File: config.mk
export PLATFORM = sky130hd
export DESIGN_NAME = char_uart_tx
export DESIGN_NICKNAME = d
export VERILOG_FILES = /design/src/rtl/char_uart_tx_pkg.sv /design/src/rtl/char_fifo.sv /design/src/rtl/char_uart_tx.sv
export SDC_FILE = /design/constraint.sdc
export NUM_CORES = 1
export LEC_CHECK = 0
export BUFFER_PORTS_ARGS = -buffer_cell sky130_fd_sc_hd__buf_2
export CAP_MARGIN = 20
export CORE_UTILIZATION = 55
export CTS_CLUSTER_DIAMETER = 40
export DETAILED_ROUTE_END_ITERATION = 7
export PLACE_DENSITY = 0.74
export SYNTH_ARGS = -nofsm -noshare
export SYNTH_HDL_FRONTEND = slang
export SYNTH_SLANG_ARGS = --single-unit
File: constraint.sdc
create_clock -name clk -period 5.75 [get_ports clk]
set_clock_uncertainty 0.2 [all_clocks]
set_input_delay 1.725 -clock clk [delete_from_list [all_inputs] [get_ports clk]]
set_output_delay 1.725 -clock clk [all_outputs]
set_load 0.01 [all_outputs]
File: src/rtl/char_uart_tx_pkg.sv
// Shared types and constants for the character UART transmitter and its input FIFO.
package char_uart_tx_pkg;

    localparam int   CHAR_W  = 7;
    localparam logic TX_IDLE = 1'b1;

    typedef enum logic [2:0] {
        IDLE   = 3'd0,
        START  = 3'd1,
        DATA   = 3'd2,
        PARITY = 3'd3,
        STOP   = 3'd4
    } state_t;

endpackage

File: src/rtl/char_fifo.sv
// Small synchronous character FIFO; dout shows the head entry, so a new entry is
// only visible once its push edge has updated the count.
module char_fifo
    import char_uart_tx_pkg::*;
#(
    parameter int DEPTH = 4
) (
    input  logic                     clk,
    input  logic                     rst_n,
    input  logic                     push,
    input  logic                     pop,
    input  logic [CHAR_W-1:0]        din,
    output logic [CHAR_W-1:0]        dout,
    output logic                     full,
    output logic                     empty,
    output logic [$clog2(DEPTH):0]   count
);

    localparam int PTR_W = $clog2(DEPTH);

    logic [CHAR_W-1:0] mem [DEPTH];
    logic [PTR_W-1:0]  wr_ptr;
    logic [PTR_W-1:0]  rd_ptr;
    logic              do_push;
    logic              do_pop;

    assign full    = (count == (PTR_W + 1)'(DEPTH));
    assign empty   = (count == '0);
    assign do_push = push && !full;
    assign do_pop  = pop && !empty;
    assign dout    = mem[rd_ptr];

    always_ff @(posedge clk) begin
        if (do_push) begin
            mem[wr_ptr] <= din;
        end
    end

    // Pointers wrap for free because DEPTH is a power of two.
    always_ff @(posedge clk or negedge rst_n) begin
        if (!rst_n) begin
            wr_ptr <= '0;
            rd_ptr <= '0;
            count  <= '0;
        end else begin
            if (do_push) begin
                wr_ptr <= wr_ptr + PTR_W'(1);
            end
            if (do_pop) begin
                rd_ptr <= rd_ptr + PTR_W'(1);
            end
            case ({do_push, do_pop})
                2'b10:   count <= count + 1'b1;
                2'b01:   count <= count - 1'b1;
                default: count <= count;
            endcase
        end
    end

endmodule

File: src/rtl/char_uart_tx.sv
// Buffers 7-bit characters and serializes them as start, LSB-first data,
// optional even parity and stop bits, flagging characters dropped on a full FIFO.
module char_uart_tx
    import char_uart_tx_pkg::*;
#(
    parameter int CLKS_PER_BIT = 4,
    parameter int FIFO_DEPTH   = 4,
    parameter bit PARITY_EN    = 1'b1
) (
    input  logic                          clk,
    input  logic                          rst_n,
    input  logic [CHAR_W-1:0]             in_char,
    input  logic                          in_valid,
    output logic                          in_ready,
    output logic                          tx,
    output logic                          busy,
    output logic                          overflow,
    output logic [$clog2(FIFO_DEPTH):0]   fifo_count
);

    localparam int                BAUD_W    = (CLKS_PER_BIT > 1) ? $clog2(CLKS_PER_BIT) : 1;
    localparam logic [BAUD_W-1:0] BAUD_LAST = BAUD_W'(CLKS_PER_BIT - 1);
    localparam logic [2:0]        BIT_LAST  = 3'(CHAR_W - 1);

    state_t             state_q, state_d;
    logic [BAUD_W-1:0]  baud_q, baud_d;
    logic [2:0]         bit_q, bit_d;
    logic [CHAR_W-1:0]  shift_q, shift_d;
    logic               parity_q, parity_d;
    logic               tx_q, tx_d;
    logic               overflow_q;
    logic               pop;
    logic               bit_end;
    logic               fifo_full;
    logic               fifo_empty;
    logic [CHAR_W-1:0]  fifo_dout;

    char_fifo #(
        .DEPTH (FIFO_DEPTH)
    ) u_fifo (
        .clk   (clk),
        .rst_n (rst_n),
        .push  (in_valid && in_ready),
        .pop   (pop),
        .din   (in_char),
        .dout  (fifo_dout),
        .full  (fifo_full),
        .empty (fifo_empty),
        .count (fifo_count)
    );

    assign in_ready = !fifo_full;
    assign busy     = (state_q != IDLE);
    assign overflow = overflow_q;
    assign tx       = tx_q;
    assign bit_end  = (baud_q == BAUD_LAST);

    always_comb begin
        state_d  = state_q;
        baud_d   = baud_q;
        bit_d    = bit_q;
        shift_d  = shift_q;
        parity_d = parity_q;
        pop      = 1'b0;
        if (state_q != IDLE) begin
            baud_d = bit_end ? '0 : baud_q + BAUD_W'(1);
        end
        case (state_q)
            IDLE: begin
                if (!fifo_empty) begin
                    pop      = 1'b1;
                    shift_d  = fifo_dout;
                    parity_d = ^fifo_dout;
                    bit_d    = '0;
                    baud_d   = '0;
                    state_d  = START;
                end
            end
            START: begin
                if (bit_end) state_d = DATA;
            end
            DATA: begin
                if (bit_end) begin
                    shift_d = shift_q >> 1;
                    if (bit_q == BIT_LAST) begin
                        bit_d   = '0;
                        state_d = PARITY_EN ? PARITY : STOP;
                    end else begin
                        bit_d = bit_q + 3'd1;
                    end
                end
            end
            PARITY: begin
                if (bit_end) state_d = STOP;
            end
            STOP: begin
                // Chain straight into the next frame so queued characters leave no idle gap.
                if (bit_end) begin
                    if (!fifo_empty) begin
                        pop      = 1'b1;
                        shift_d  = fifo_dout;
                        parity_d = ^fifo_dout;
                        bit_d    = '0;
                        state_d  = START;
                    end else begin
                        state_d = IDLE;
                    end
                end
            end
            default: state_d = IDLE;
        endcase

        tx_d = TX_IDLE;
        case (state_d)
            START:   tx_d = 1'b0;
            DATA:    tx_d = shift_d[0];
            PARITY:  tx_d = parity_d;
            default: tx_d = TX_IDLE;
        endcase
    end

    always_ff @(posedge clk or negedge rst_n) begin
        if (!rst_n) begin
            state_q    <= IDLE;
            baud_q     <= '0;
            bit_q      <= '0;
            shift_q    <= '0;
            parity_q   <= 1'b0;
            tx_q       <= TX_IDLE;
            overflow_q <= 1'b0;
        end else begin
            state_q  <= state_d;
            baud_q   <= baud_d;
            bit_q    <= bit_d;
            shift_q  <= shift_d;
            parity_q <= parity_d;
            tx_q     <= tx_d;
            if (in_valid && fifo_full) begin
                overflow_q <= 1'b1;
            end
        end
    end

endmodule

==> impl_metrics.tcl <==
set metrics [dict create \
    final_antenna_diode_count 0 \
    multi_input_comb_area_um2 821 \
    postSynthNetCount 182 \
    cts_tree "built" \
    start_util_pct 57.7 \
    max_clock_freq_mhz 300 \
    detail_route.wirelength_um 3640 \
    fp.dieW_um 67.3 \
    synth_seq_area_share_pct 62.7 \
    synth.avg_cell_area_um2 14.2 \
    worst_ep_required_ns 3.83 \
    numCtsBuffers 5 \
    die_y_um 67.3 \
    timing.setup.critical_path_class "reg2out" \
    endpoint_class_of_the_critical_path "output pin" \
    detail_route.drc_violations 0 \
    globalplace.congestion 0.723 \
    cellPowerDensity_nw_per_um2 551 \
    post-dp-hpwl_um 2630 \
    post_route_cells_drive_above_1_share_pct 19.0 \
    post-route-util_pct 63.1 \
    yosys_register_bits 53 \
    clock_tree.buffer_depth 2 \
    placeableCoreArea_um2 4060 \
    area_growth_syn_to_layout_pct 9.30 \
    syn-instance-count 165 \
    layout.filler_cells 314 \
    placed_cells 226 \
    postRouteAntennaNets 0 \
    antenna_found_initial 0 \
    wl_per_cell_um 15.6 \
    clock_group_share_of_total_power_pct 14.5 \
    portBuffers 16 \
    startpoint_type "flip-flop" \
    grt.overflow.total 0 \
    leakagePower_nw 1.04 \
    arrival_ns 1.41 \
    cts_root_buf "clkbuf_8" \
    grt_setup_unrepaired "no" \
    sequentialPowerShare_pct 45.3 \
    ys_warns 0 \
    cts_setup_buffers 0 \
    post_synth_instance_area_um2 2340 \
    timing.final.crit_period_ns 3.34 \
    insertion_delay_ns 0.30 \
    layout.cells.non_filler 234 \
    run_status "finished clean" \
    clock_tree.htree_level_count 2 \
    drt-vias-per-instance 5.64 \
    fraction_of_power_spent_switching_nets_pct 35.8 \
    post_route_clock_period_utilization_pct 58.0 \
    layout.cells.most_common_list "edfxtp_1 (28), dfrtp_1 (24), nand2_1 (18)" \
    net_load_switching_power_w 0.000505 \
    synth_enable_flop_cells 28 \
    internal_power_w 0.000905 \
    hold_viol_final 0 \
    dr.first_iter.drc_count 38 \
    worst_hold_path_type "reg2reg" \
    cts_num_sinks 53 \
    groute.usage.overall_pct 19.2 \
    die-area_um2 4520 \
    maxSlewHeadroom_pct 59.5 \
    design.final.nets 200 \
    mostFrequentLayoutCell "edfxtp_1" \
    totalNegativeSetupSlack_ns 0 \
    global_route_wire_length_before_repair_um 6000 \
    cts_repair_resize_count 0 \
    finalSetupViolations 0 \
    io_pins 17 \
    first_global_vias 1346 \
    num_vias 1319 \
    post_dp_cell_area_um2 2470 \
    synth_async_sr_flop_share_pct 47.2 \
    synth_cell_type_count 38 \
    cts_hold_buffers 0 \
    dr.pass1.iters 4 \
    crit_path_max_fanout 10 \
    highest_ir_drop_seen_on_vdd_uv 272 \
    num_rows 23 \
    ys.flop_type "edfxtp_1" \
    finalInstanceArea_um2 2560 \
    worst_pin_slew_ns 0.603 \
    pin_count_of_the_biggest_net_entering_global_routing 26 \
    timing.max_cap.violations 0 \
    seqCellArea_um2 1470 \
    maxSlewViolCount 0 \
    portion_of_total_power_attributed_to_combinational_logic_pct 40.2 \
    clkTransAtPathRegs_ns 0.09 \
]
path summary, 6_finish.rpt:
path	end	cells past startpoint	slack, ns	startpoint
max	busy	2	2.41	state_q[1]
min	shift_q[3]	2	0.28	shift_q[3]
max reg2reg	u_fifo.count[2]	9	3.22	baud_q[0]
min reg2reg	shift_q[3]	2	0.28	shift_q[3]
max in group asynchronous	u_fifo.wr_ptr[1]	1	3.77	rst_n
min in group asynchronous	baud_q[0]	1	1.20	rst_n
final cells by class:
| class | instances | share of cell area, % |
|---|---|---|
| flip-flops and latches | 53 | 57.3 |
| inverters | 6 | 0.880 |
| well taps | 50 | 2.44 |
| clock buffers | 5 | 2.69 |
| clock inverters | 3 | 0.880 |
| multi-input cells | 99 | 32.1 |
| repair buffers | 18 | 3.71 |
power groups by stage:
stage,Clock [W],Combinational (W),Sequential [W]
2_1_floorplan,0,0.000491,0.000596
3_3_place_gp,0,0.000550,0.000638
3_5_place_dp,0,0.000574,0.000648
4_1_cts,0.000210,0.000575,0.000640
5_1_grt,0.000226,0.000628,0.000657
6_report,0.000205,0.000567,0.000639
routing by layer:
layer	global-route usage, %	vias up	part of all wire [%]
li1	-	641	-
met1	21.7	653	44
met2	33.9	19	52
met3	5.07	6	2.9
met4	8.51	0	1.6
met5	0	-	0
cell families after synthesis:
| family | synth area share, % |
|---|---|
| XOR/XNOR | 4.86 |
| AND/OR/NAND/NOR | 8.12 |
| multiplexers | 10.0 |
| adder cells (fa/ha/maj) | 4.49 |
| flip-flops | 62.7 |
| AO/OA/AOI/OAI | 7.27 |
| buffers and inverters | 2.56 |
per-stage QoR:
stage	total power, W	hold slack, ns	worst slack (ns)
floorplan	0.00109	0.239	2.67
global placement	0.00119	0.248	2.51
detailed placement	0.00122	0.261	2.41
CTS	0.00143	0.283	2.41
global route	0.00151	0.316	2.35
finish	0.00141	0.278	2.41
synthesized netlist by cell type, types with 2 or more instances:
master / number / area [um2]
nor2_1: 7 / 26.3
xor2_1: 6 / 52.6
mux4_2: 4 / 90.1
o21ai_0: 5 / 25.0
mux2i_1: 4 / 40.0
nor3_1: 4 / 20.0
a21oi_1: 3 / 15.0
clkbuf_1: 3 / 11.3
edfxtp_1: 28 / 841
nand2b_1: 3 / 18.8
ha_1: 6 / 75.1
nand2_1: 18 / 67.6
and3_1: 4 / 25.0
a21o_1: 3 / 22.5
a22oi_1: 5 / 37.5
buf_2: 2 / 10.0
inv_1: 6 / 22.5
a22o_1: 3 / 26.3
dfrtp_1: 24 / 601
mux4_1: 3 / 78.8
xnor2_1: 7 / 61.3
sequential cells by signal, indices dropped and copies added, names as in the netlist, 2 cells and up:
name           count
baud_q             2
bit_q              3
shift_q            7
state_q            3
u_fifo.count       3
u_fifo.mem        28
u_fifo.rd_ptr      2
u_fifo.wr_ptr      2
worst max-delay path: stages, from the launching register on:
cell and delay, ns:
dfrtp_1 0.50, or3_1 0.45, buf_2 0.16
(Power assumes the default switching activity.)
